$ cat src/rtl/xarbiter_pkg.sv
// Shared types for the burst arbiter:
// FSM state encoding and round-robin index width helper.
package xarbiter_pkg;

  typedef enum logic {
    IDLE  = 1'b0,
    BURST = 1'b1
  } state_t;

  function automatic int clog2(input int n);
    return (n < 2) ? 1 : $clog2(n);
  endfunction

endpackage

$ cat src/rtl/xarbiter_if.sv
// Requester/master bus bundle for xarbiter.
// slave = arbiter view, master = environment view.
interface xarbiter_if #(
  parameter int N_REQ  = 4,
  parameter int ADDR_W = 32,
  parameter int DATA_W = 32,
  parameter int LEN_W  = 8
);
  localparam int SW = DATA_W / 8;

  logic [N_REQ-1:0]        s_valid_i;
  logic [N_REQ-1:0]        s_ready_o;
  logic [N_REQ-1:0]        s_last_o;
  logic [ADDR_W*N_REQ-1:0] s_addr_i;
  logic [DATA_W*N_REQ-1:0] s_wdata_i;
  logic [SW*N_REQ-1:0]     s_wstrb_i;
  logic [LEN_W*N_REQ-1:0]  s_len_i;
  logic [DATA_W-1:0]       s_rdata_o;

  logic              m_valid_o;
  logic              m_ready_i;
  logic [ADDR_W-1:0] m_addr_o;
  logic [DATA_W-1:0] m_wdata_o;
  logic [SW-1:0]     m_wstrb_o;
  logic [LEN_W-1:0]  m_len_o;
  logic [DATA_W-1:0] m_rdata_i;
  logic              m_last_i;

  modport slave (
    input  s_valid_i, s_addr_i, s_wdata_i,
    input  s_wstrb_i, s_len_i,
    input  m_ready_i, m_rdata_i, m_last_i,
    output s_ready_o, s_last_o, s_rdata_o,
    output m_valid_o, m_addr_o, m_wdata_o,
    output m_wstrb_o, m_len_o
  );

  modport master (
    output s_valid_i, s_addr_i, s_wdata_i,
    output s_wstrb_i, s_len_i,
    output m_ready_i, m_rdata_i, m_last_i,
    input  s_ready_o, s_last_o, s_rdata_o,
    input  m_valid_o, m_addr_o, m_wdata_o,
    input  m_wstrb_o, m_len_o
  );

endinterface

$ cat src/rtl/xarbiter_rr_pick.sv
// Round-robin search: first set request above last_winner, wrapping.
module xarbiter_rr_pick #(
  parameter int N_REQ = 4,
  parameter int IW    = 2
) (
  input  logic [N_REQ-1:0] req,
  input  logic [IW-1:0]    last_winner,
  output logic [IW-1:0]    idx,
  output logic             any
);

  always_comb begin
    int j;
    j   = 0;
    idx = '0;
    any = 1'b0;
    for (int i = 1; i <= N_REQ; i++) begin
      j = (int'(last_winner) + i) % N_REQ;
      if (!any && req[j[IW-1:0]]) begin
        any = 1'b1;
        idx = j[IW-1:0];
      end
    end
  end

endmodule

$ cat src/rtl/xarbiter.sv
// N-way round-robin burst arbiter onto one master port.
// XARBITER_BEAT_COUNT_EN: burst end from len counter, else from m_last_i.
module xarbiter
  import xarbiter_pkg::*;
#(
  parameter int N_REQ  = 4,
  parameter int ADDR_W = 32,
  parameter int DATA_W = 32,
  parameter int LEN_W  = 8
) (
  input  logic             clk_i,
  input  logic             rst_n_i,
  xarbiter_if.slave        bus,
  output logic [N_REQ-1:0] grant_o,
  output logic             busy_o
);

  localparam int IW = clog2(N_REQ);

  state_t        state_q, state_d;
  logic [IW-1:0] gnt_q, gnt_d;
  logic [IW-1:0] lw_q, lw_d;
  logic [IW-1:0] pick_idx;
  logic          pick_any;
  logic          m_valid;
  logic          xfer;
  logic          last_beat;
  logic          last_flag;
  int            gi;

  xarbiter_rr_pick #(
    .N_REQ(N_REQ),
    .IW   (IW)
  ) u_pick (
    .req        (bus.s_valid_i),
    .last_winner(lw_q),
    .idx        (pick_idx),
    .any        (pick_any)
  );

  assign gi     = int'(gnt_q);
  assign busy_o = (state_q == BURST);
  assign xfer   = m_valid && bus.m_ready_i;

  assign bus.s_rdata_o = bus.m_rdata_i;
  assign bus.m_valid_o = m_valid;

`ifdef XARBITER_BEAT_COUNT_EN
  logic [LEN_W-1:0] cnt_q, cnt_d;
  logic             unused_m_last;
  int               pi;

  assign pi            = int'(pick_idx);
  assign unused_m_last = bus.m_last_i;
  assign last_beat     = (cnt_q == '0);
  assign last_flag     = m_valid && last_beat;
`else
  assign last_beat = bus.m_last_i;
  assign last_flag = bus.m_last_i;
`endif

  always_comb begin
    m_valid       = 1'b0;
    grant_o       = '0;
    bus.s_ready_o = '0;
    bus.s_last_o  = '0;
    bus.m_addr_o  = '0;
    bus.m_wdata_o = '0;
    bus.m_wstrb_o = '0;
    bus.m_len_o   = '0;
    if (state_q == BURST) begin
      grant_o[gnt_q]       = 1'b1;
      m_valid              = bus.s_valid_i[gnt_q];
      bus.s_ready_o[gnt_q] = bus.m_ready_i;
      bus.s_last_o[gnt_q]  = last_flag;
      bus.m_addr_o  = bus.s_addr_i[gi*ADDR_W +: ADDR_W];
      bus.m_wdata_o = bus.s_wdata_i[gi*DATA_W +: DATA_W];
      bus.m_wstrb_o = bus.s_wstrb_i[gi*(DATA_W/8) +: DATA_W/8];
      bus.m_len_o   = bus.s_len_i[gi*LEN_W +: LEN_W];
    end
  end

  always_comb begin
    state_d = state_q;
    gnt_d   = gnt_q;
    lw_d    = lw_q;
`ifdef XARBITER_BEAT_COUNT_EN
    cnt_d   = cnt_q;
`endif
    unique case (state_q)
      IDLE: begin
        if (pick_any) begin
          state_d = BURST;
          gnt_d   = pick_idx;
`ifdef XARBITER_BEAT_COUNT_EN
          cnt_d   = bus.s_len_i[pi*LEN_W +: LEN_W];
`endif
        end
      end
      BURST: begin
        if (xfer) begin
`ifdef XARBITER_BEAT_COUNT_EN
          if (cnt_q != '0) cnt_d = cnt_q - 1'b1;
`endif
          if (last_beat) begin
            state_d = IDLE;
            lw_d    = gnt_q;
          end
        end
      end
      default: state_d = IDLE;
    endcase
  end

  always_ff @(posedge clk_i or negedge rst_n_i) begin
    if (!rst_n_i) begin
      state_q <= IDLE;
      gnt_q   <= '0;
      lw_q    <= IW'(N_REQ - 1);
`ifdef XARBITER_BEAT_COUNT_EN
      cnt_q   <= '0;
`endif
    end else begin
      state_q <= state_d;
      gnt_q   <= gnt_d;
      lw_q    <= lw_d;
`ifdef XARBITER_BEAT_COUNT_EN
      cnt_q   <= cnt_d;
`endif
    end
  end

endmodule

$ cat src/flat_wrapper.sv
// flat-port wrapper written by rule: the top's interface ports become plain ports
module xarbiter_flat import xarbiter_pkg::*;
#(
  parameter int N_REQ  = 4,
  parameter int ADDR_W = 32,
  parameter int DATA_W = 32,
  parameter int LEN_W  = 8
)
  (clk_i, rst_n_i, grant_o, busy_o, bus_s_valid_i, bus_s_addr_i, bus_s_wdata_i, bus_s_wstrb_i, bus_s_len_i, bus_m_ready_i, bus_m_rdata_i, bus_m_last_i, bus_s_ready_o, bus_s_last_o, bus_s_rdata_o, bus_m_valid_o, bus_m_addr_o, bus_m_wdata_o, bus_m_wstrb_o, bus_m_len_o);
  xarbiter_if #(.N_REQ(N_REQ), .ADDR_W(ADDR_W), .DATA_W(DATA_W), .LEN_W(LEN_W)) bus_i ();
  input  logic clk_i;
  input  logic rst_n_i;
  output logic [N_REQ-1:0] grant_o;
  output logic busy_o;
  input wire logic [$bits(bus_i.s_valid_i)-1:0] bus_s_valid_i;
  input wire logic [$bits(bus_i.s_addr_i)-1:0] bus_s_addr_i;
  input wire logic [$bits(bus_i.s_wdata_i)-1:0] bus_s_wdata_i;
  input wire logic [$bits(bus_i.s_wstrb_i)-1:0] bus_s_wstrb_i;
  input wire logic [$bits(bus_i.s_len_i)-1:0] bus_s_len_i;
  input wire logic [$bits(bus_i.m_ready_i)-1:0] bus_m_ready_i;
  input wire logic [$bits(bus_i.m_rdata_i)-1:0] bus_m_rdata_i;
  input wire logic [$bits(bus_i.m_last_i)-1:0] bus_m_last_i;
  output wire logic [$bits(bus_i.s_ready_o)-1:0] bus_s_ready_o;
  output wire logic [$bits(bus_i.s_last_o)-1:0] bus_s_last_o;
  output wire logic [$bits(bus_i.s_rdata_o)-1:0] bus_s_rdata_o;
  output wire logic [$bits(bus_i.m_valid_o)-1:0] bus_m_valid_o;
  output wire logic [$bits(bus_i.m_addr_o)-1:0] bus_m_addr_o;
  output wire logic [$bits(bus_i.m_wdata_o)-1:0] bus_m_wdata_o;
  output wire logic [$bits(bus_i.m_wstrb_o)-1:0] bus_m_wstrb_o;
  output wire logic [$bits(bus_i.m_len_o)-1:0] bus_m_len_o;
  assign bus_i.s_valid_i = bus_s_valid_i;
  assign bus_i.s_addr_i = bus_s_addr_i;
  assign bus_i.s_wdata_i = bus_s_wdata_i;
  assign bus_i.s_wstrb_i = bus_s_wstrb_i;
  assign bus_i.s_len_i = bus_s_len_i;
  assign bus_i.m_ready_i = bus_m_ready_i;
  assign bus_i.m_rdata_i = bus_m_rdata_i;
  assign bus_i.m_last_i = bus_m_last_i;
  assign bus_s_ready_o = bus_i.s_ready_o;
  assign bus_s_last_o = bus_i.s_last_o;
  assign bus_s_rdata_o = bus_i.s_rdata_o;
  assign bus_m_valid_o = bus_i.m_valid_o;
  assign bus_m_addr_o = bus_i.m_addr_o;
  assign bus_m_wdata_o = bus_i.m_wdata_o;
  assign bus_m_wstrb_o = bus_i.m_wstrb_o;
  assign bus_m_len_o = bus_i.m_len_o;
  xarbiter #(.N_REQ(N_REQ), .ADDR_W(ADDR_W), .DATA_W(DATA_W), .LEN_W(LEN_W)) u_core (.clk_i(clk_i), .rst_n_i(rst_n_i), .bus(bus_i), .grant_o(grant_o), .busy_o(busy_o));
endmodule
$ cat config.mk
export PLATFORM = sky130hd
export DESIGN_NAME = xarbiter_flat
export DESIGN_NICKNAME = d
export VERILOG_FILES = /design/src/rtl/xarbiter_pkg.sv /design/src/rtl/xarbiter_if.sv /design/src/rtl/xarbiter_rr_pick.sv /design/src/rtl/xarbiter.sv /design/src/flat_wrapper.sv
export SDC_FILE = /design/constraint.sdc
export NUM_CORES = 1
export LEC_CHECK = 0
export CORE_AREA = 2 2 179 181
export CTS_CLUSTER_DIAMETER = 120
export DETAILED_ROUTE_END_ITERATION = 10
export DIE_AREA = 0 0 181 183
export PLACE_DENSITY = 0.4
export SLEW_MARGIN = 20
export SYNTH_ARGS = -nofsm -noshare
export SYNTH_HDL_FRONTEND = slang
export SYNTH_SLANG_ARGS = --single-unit
$ cat constraint.sdc
create_clock -name clk_i -period 2.1 [get_ports clk_i]
set_clock_uncertainty 0.15 [all_clocks]
set_input_delay 0.42 -clock clk_i [delete_from_list [all_inputs] [get_ports clk_i]]
set_output_delay 0.42 -clock clk_i [all_outputs]
set_load 0.05 [all_outputs]
==> flow_metrics.py, run 1 <==
metrics = {
    "run_status": {
        "status": "complete, but fails checks",
        "failed_checks": "negative setup slack",
    },
    "pwr": {
        "vdd_drop_max_mv": 0.799,
        "leakage_nw": 3.12,
        "powerDensity_nw_per_um2": 1480,
    },
    "grt": {
        "grt_pass1_vias": 4456,
        "grt-ovfl-total": 0,
        "grt_pass1_wl_um": 27600,
        "gr-usage-all-layers_pct": 10.8,
        "grt_max_degree": 38,
        "antenna_found_initial": 1,
    },
    "layout": {
        "nNetsFinal": 993,
        "mostFrequentLayoutCells": "clkdlybuf4s50_1 (311), mux4_2 (77), and2_4 (64)",
        "final_cells": 1050,
        "antennaDiodeCount": 0,
        "final_common_cell": "clkdlybuf4s50_1",
        "final_core_util_pct": 26.2,
        "drive_gt1_share_pct": 45.5,
        "area_growth_pct": 169,
    },
    "sta": {
        "fin_crit_sh_pct": 117,
        "fmax_mhz": 407,
        "setup_slack_ns": -0.357,
        "finalHoldViolCount": 0,
        "slew_headroom_pct": 78.2,
        "slew_violations": 0,
        "max_slew.worst_pin.slew_ns": 0.327,
        "setup_viol": 84,
        "finalCriticalPeriod_ns": 2.46,
        "rsz0062_at_grt": "true",
    },
    "clocking": {
        "cts-root-buf": "clkbuf_16",
        "numCtsBuffers": 3,
        "hold_buffers": 0,
        "clk_pin_slew_worst_paths_ns": 0.03,
        "cts_sinks": 5,
        "clk_latency_ns": 0.22,
        "htree_levels": 1,
        "cts_tree": "built",
        "clk_path_buf_depth": 2,
    },
    "floorplan": {
        "dieWidth_um": 181,
        "dieArea_um2": 33100,
        "row_count": 65,
        "die_h_um": 183,
        "io_pins": 466,
        "start_util_pct": 9.72,
        "core_um2": 31200,
    },
    "synthesis": {
        "ys_warn_count": 0,
        "syn_area_um2": 3030,
        "synth_top_area_share_pct": 57.2,
        "ys_types": 26,
        "synth_top_flop_cell": "dfrtp_1",
        "yosysTopAreaCell": "mux4_2",
        "synth_edf_count": 0,
        "syn_inst": 257,
        "ys_seq_area_share_pct": 4.21,
        "synthTopCellsByArea": "mux4_2 (57%), and2_1 (17%), buf_4 (7.9%), buf_6 (3.3%), dfrtp_1 (2.5%)",
        "ys_seq_elements": 5,
        "synth_area_per_cell_um2": 11.8,
        "async_reset_ff_share_pct": 100,
        "synth_nets": 601,
    },
    "min_path": {
        "hold_path_class": "in -> async",
    },
    "critical_path": {
        "path_class": "reg -> out",
        "critical_path.max_fanout": 7,
        "arrival_ns": 1.89,
        "end_kind": "output port",
        "cp.required_ns": 1.53,
        "cp-start-kind": "flip-flop",
    },
    "placement": {
        "portBuffers": 401,
        "hpwl_um": 16800,
        "place_inst": 1037,
        "gp_congestion": 0.736,
    },
    "drt": {
        "wirelength_um": 19500,
        "via_count": 3844,
        "drt_iter0_markers": 77,
        "drc_errors": 0,
        "viasPerCell": 3.66,
        "final_antenna_net_count": 0,
        "firstDrtPassIters": 4,
        "wl_per_cell_um": 18.6,
    },
    "run": {
        "maxCapViolations": 0,
    },
}
## per-layer routing
metal  GRT usage [%]  part of all wire, %  up-vias
met5               0                    0        -
met4            1.14                  1.0        0
met3            2.96                  8.4       20
met2            20.9                   54      225
met1            12.2                   37     1847
li1                -                    -     1752
## synthesized netlist by cell type, drive strengths merged (2+ instances only)
| cell | n |
|---|---|
| and2 | 85 |
| mux4 | 77 |
| buf | 50 |
| clkbuf | 9 |
| nor2 | 5 |
| mux2 | 4 |
| nand2 | 4 |
| a21oi | 3 |
| dfrtp | 3 |
| nand2b | 3 |
| a22oi | 2 |
| dfstp | 2 |
## final timing paths
check | from | endpoint | slack [ns] | cells after the start
worst max-delay path | u_core.gnt_q[0]$_DFFE_PN0P_ | bus_m_wdata_o[8] | -0.36 | 5
worst min-delay path | rst_n_i | u_core.gnt_q[0]$_DFFE_PN0P_ | 0.27 | 1
worst max register to register | u_core.gnt_q[0]$_DFFE_PN0P_ | u_core.lw_q[1]$_DFFE_PN1P_ | 0.13 | 6
worst min register to register | u_core.lw_q[0]$_DFFE_PN1P_ | u_core.lw_q[0]$_DFFE_PN1P_ | 0.52 | 1
max in group asynchronous | rst_n_i | u_core.lw_q[0]$_DFFE_PN1P_ | 1.28 | 1
min in group clk_i | u_core.lw_q[0]$_DFFE_PN1P_ | u_core.lw_q[0]$_DFFE_PN1P_ | 0.52 | 1
## layout make-up
class,instances,area [um^2]
sequential,5,136
tap,402,503
clock buffer,4,78.8
fill,3335,23100
multi-input combinational,192,2670
timing repair buffer,446,4780
inverter,1,3.75
## through the flow
step	power [W]	TNS [ns]	worst slack (ns)	hold WS, ns	area (um^2)
final	0.0121	-24.77	-0.357	0.270	8170
after global routing	0.0127	-31.11	-0.431	0.287	8170
after CTS	0.0108	-26.79	-0.384	0.278	7640
after detailed placement	0.0102	-16.01	-0.293	0.509	7490
after global placement	0.0103	-15.06	-0.299	0.507	7490
after floorplan	0.00699	-0.311	-0.0811	-0.0256	3090
## sequential cells by signal (all words and copies together) (netlist names)
signal / count
u_core.busy_o: 1
u_core.lw_q: 2
u_core.gnt_q: 2
## worst max-delay path, cell delays in order, from the launching register on
cell and delay (ns):
dfrtp_4 0.47, clkbuf_16 0.20, clkbuf_16 0.17, mux4_2 0.50, and2_4 0.17, buf_6 0.14
## power breakdown
part / switching [W] / leakage [nW] / internal (W)
Combinational: 0.00581 / 3.03 / 0.00567
Sequential: 0.000109 / 0.0516 / 0.000170
Clock: 0.0000574 / 0.0382 / 0.000251
## repair_timing
action / in CTS / in global routing
resized for setup: 5 / 137
endpoints found under the setup margin: 84 / 84
setup buffers: 6 / 0
pin swaps: 2 / 8
gates cloned: 0 / 3
## logic make-up after synthesis
kind of cell	after synthesis	share of synthesized area [%]
and+or+nand+nor	102	20.9
muxes	81	58.9
buffers and inverters	60	14.0
AOI/OAI and AO/OA	9	2.06
DFF	5	4.21
(Power assumes the default switching activity.)
==> run 2, diff against run 1 <==
CTS_BUF_LIST = sky130_fd_sc_hd__clkbuf_2   (was not set)
==> flow_metrics.py, run 2 (synthesized netlist as in run 1, its figures left out) <==
metrics = {
    "clocking": {
        "numCtsBuffers": 3,
        "clk_path_buf_depth": 2,
        "cts_sinks": 5,
        "hold_buffers": 0,
        "clk_latency_ns": 0.23,
        "cts_tree": "built",
        "cts-root-buf": "clkbuf_2",
        "htree_levels": 1,
        "clk_pin_slew_worst_paths_ns": 0.06,
    },
    "floorplan": {
        "dieWidth_um": 181,
        "row_count": 65,
        "die_h_um": 183,
        "dieArea_um2": 33100,
        "start_util_pct": 9.72,
        "core_um2": 31200,
        "io_pins": 466,
    },
    "sta": {
        "setup_viol": 84,
        "finalHoldViolCount": 0,
        "slew_headroom_pct": 78.1,
        "setup_slack_ns": -0.374,
        "max_slew.worst_pin.slew_ns": 0.329,
        "slew_violations": 0,
        "fmax_mhz": 404,
        "fin_crit_sh_pct": 118,
        "final.setup.tns_ns": -25.29,
        "finalCriticalPeriod_ns": 2.47,
        "rsz0062_at_grt": "true",
    },
    "grt": {
        "grt_max_degree": 38,
        "antenna_found_initial": 1,
        "gr-usage-all-layers_pct": 10.8,
        "grt_pass1_wl_um": 27500,
        "grt_pass1_vias": 4452,
        "grt-ovfl-total": 0,
    },
    "critical_path": {
        "arrival_ns": 1.90,
        "path_class": "reg -> out",
        "critical_path.max_fanout": 7,
        "cp-start-kind": "flip-flop",
        "cp.required_ns": 1.53,
        "end_kind": "output port",
    },
    "run_status": {
        "status": "complete, but fails checks",
        "failed_checks": "negative setup slack",
    },
    "pwr": {
        "powerDensity_nw_per_um2": 1470,
        "power_w": 0.0120,
        "vdd_drop_max_mv": 0.799,
        "leakage_nw": 3.11,
    },
    "placement": {
        "hpwl_um": 16800,
        "gp_congestion": 0.736,
        "portBuffers": 401,
    },
    "drt": {
        "via_count": 3845,
        "firstDrtPassIters": 4,
        "wl_per_cell_um": 19.1,
        "drc_errors": 0,
        "viasPerCell": 3.65,
        "final_antenna_net_count": 0,
        "drt_iter0_markers": 85,
        "wirelength_um": 20100,
    },
    "layout": {
        "nNetsFinal": 996,
        "antennaDiodeCount": 0,
        "fillers": 3342,
        "area_growth_pct": 169,
        "mostFrequentLayoutCells": "clkdlybuf4s50_1 (311), mux4_2 (77), and2_4 (59)",
        "drive_gt1_share_pct": 45.2,
        "final_common_cell": "clkdlybuf4s50_1",
    },
    "min_path": {
        "hold_path_class": "in -> async",
    },
    "run": {
        "maxCapViolations": 0,
    },
}
## run 2: cell types whose count changed in the layout (fill, tap and decap cells not counted), sizes merged
cell    before  now
buf        132  134
clkbuf       7    8
## run 2: layer usage
metal	GRT usage [%]	vias up	share of wire, %
li1	-	1757	-
met1	12.1	1843	37
met2	20.8	225	53
met3	2.98	20	8.5
met4	1.33	0	0.98
met5	0	-	0
## run 2: repair_timing
item / CTS / global route
endpoints found under the hold margin: 0 / 0
gates resized for setup: 5 / 129
setup endpoints to repair: 86 / 87
pin swaps: 1 / 9
buffers inserted: 6 / 1
gates cloned: 0 / 5
## run 2: path summary, 6_finish.rpt
check | start | endpoint | slack [ns] | cells past startpoint
max in group asynchronous | rst_n_i | u_core.lw_q[0]$_DFFE_PN1P_ | 1.29 | 1
worst min register to register | u_core.lw_q[0]$_DFFE_PN1P_ | u_core.lw_q[0]$_DFFE_PN1P_ | 0.52 | 1
worst max register to register | u_core.gnt_q[0]$_DFFE_PN0P_ | u_core.lw_q[0]$_DFFE_PN1P_ | 0.14 | 6
min in group clk_i | u_core.lw_q[0]$_DFFE_PN1P_ | u_core.lw_q[0]$_DFFE_PN1P_ | 0.52 | 1
worst max-delay path | u_core.gnt_q[0]$_DFFE_PN0P_ | bus_m_addr_o[22] | -0.37 | 5
worst min-delay path | rst_n_i | u_core.gnt_q[0]$_DFFE_PN0P_ | 0.26 | 1
## run 2: power breakdown
part / total [W] / switching (W) / internal, W
clock: 0.0000924 / 0.0000420 / 0.0000504
combinational: 0.0116 / 0.00587 / 0.00572
sequential: 0.000277 / 0.000107 / 0.000170
total: 0.0120 / 0.00602 / 0.00594
## run 2: cell type report
| type | instances | area, um^2 | area share [%] |
|---|---|---|---|
| Inverter | 1 | 3.75 | 0.0460 |
| Clock buffer | 4 | 20.0 | 0.246 |
| Sequential cell | 5 | 136 | 1.67 |
| Timing Repair Buffer | 449 | 4830 | 59.3 |
| Tap cell | 402 | 503 | 6.17 |
| Multi-Input combinational cell | 192 | 2660 | 32.6 |
## run 2: worst max-delay path, cell delays in order (launching register included)
cell	delay (ns)
dfrtp_4	0.48
buf_12	0.16
buf_16	0.14
mux4_2	0.55
and2_4	0.20
buf_8	0.14
## run 2: through the flow
step	cells	utilization, %	area, um^2	setup WS (ns)	hold slack, ns
floorplan	257	-	3090	-0.0811	-0.0256
detailed placement	1037	24.0	7490	-0.293	0.509
CTS	1047	24.3	7580	-0.394	0.264
finish	1053	26.1	8150	-0.374	0.261
global placement	1037	24.0	7490	-0.299	0.507
global route	1053	26.1	8150	-0.453	0.254
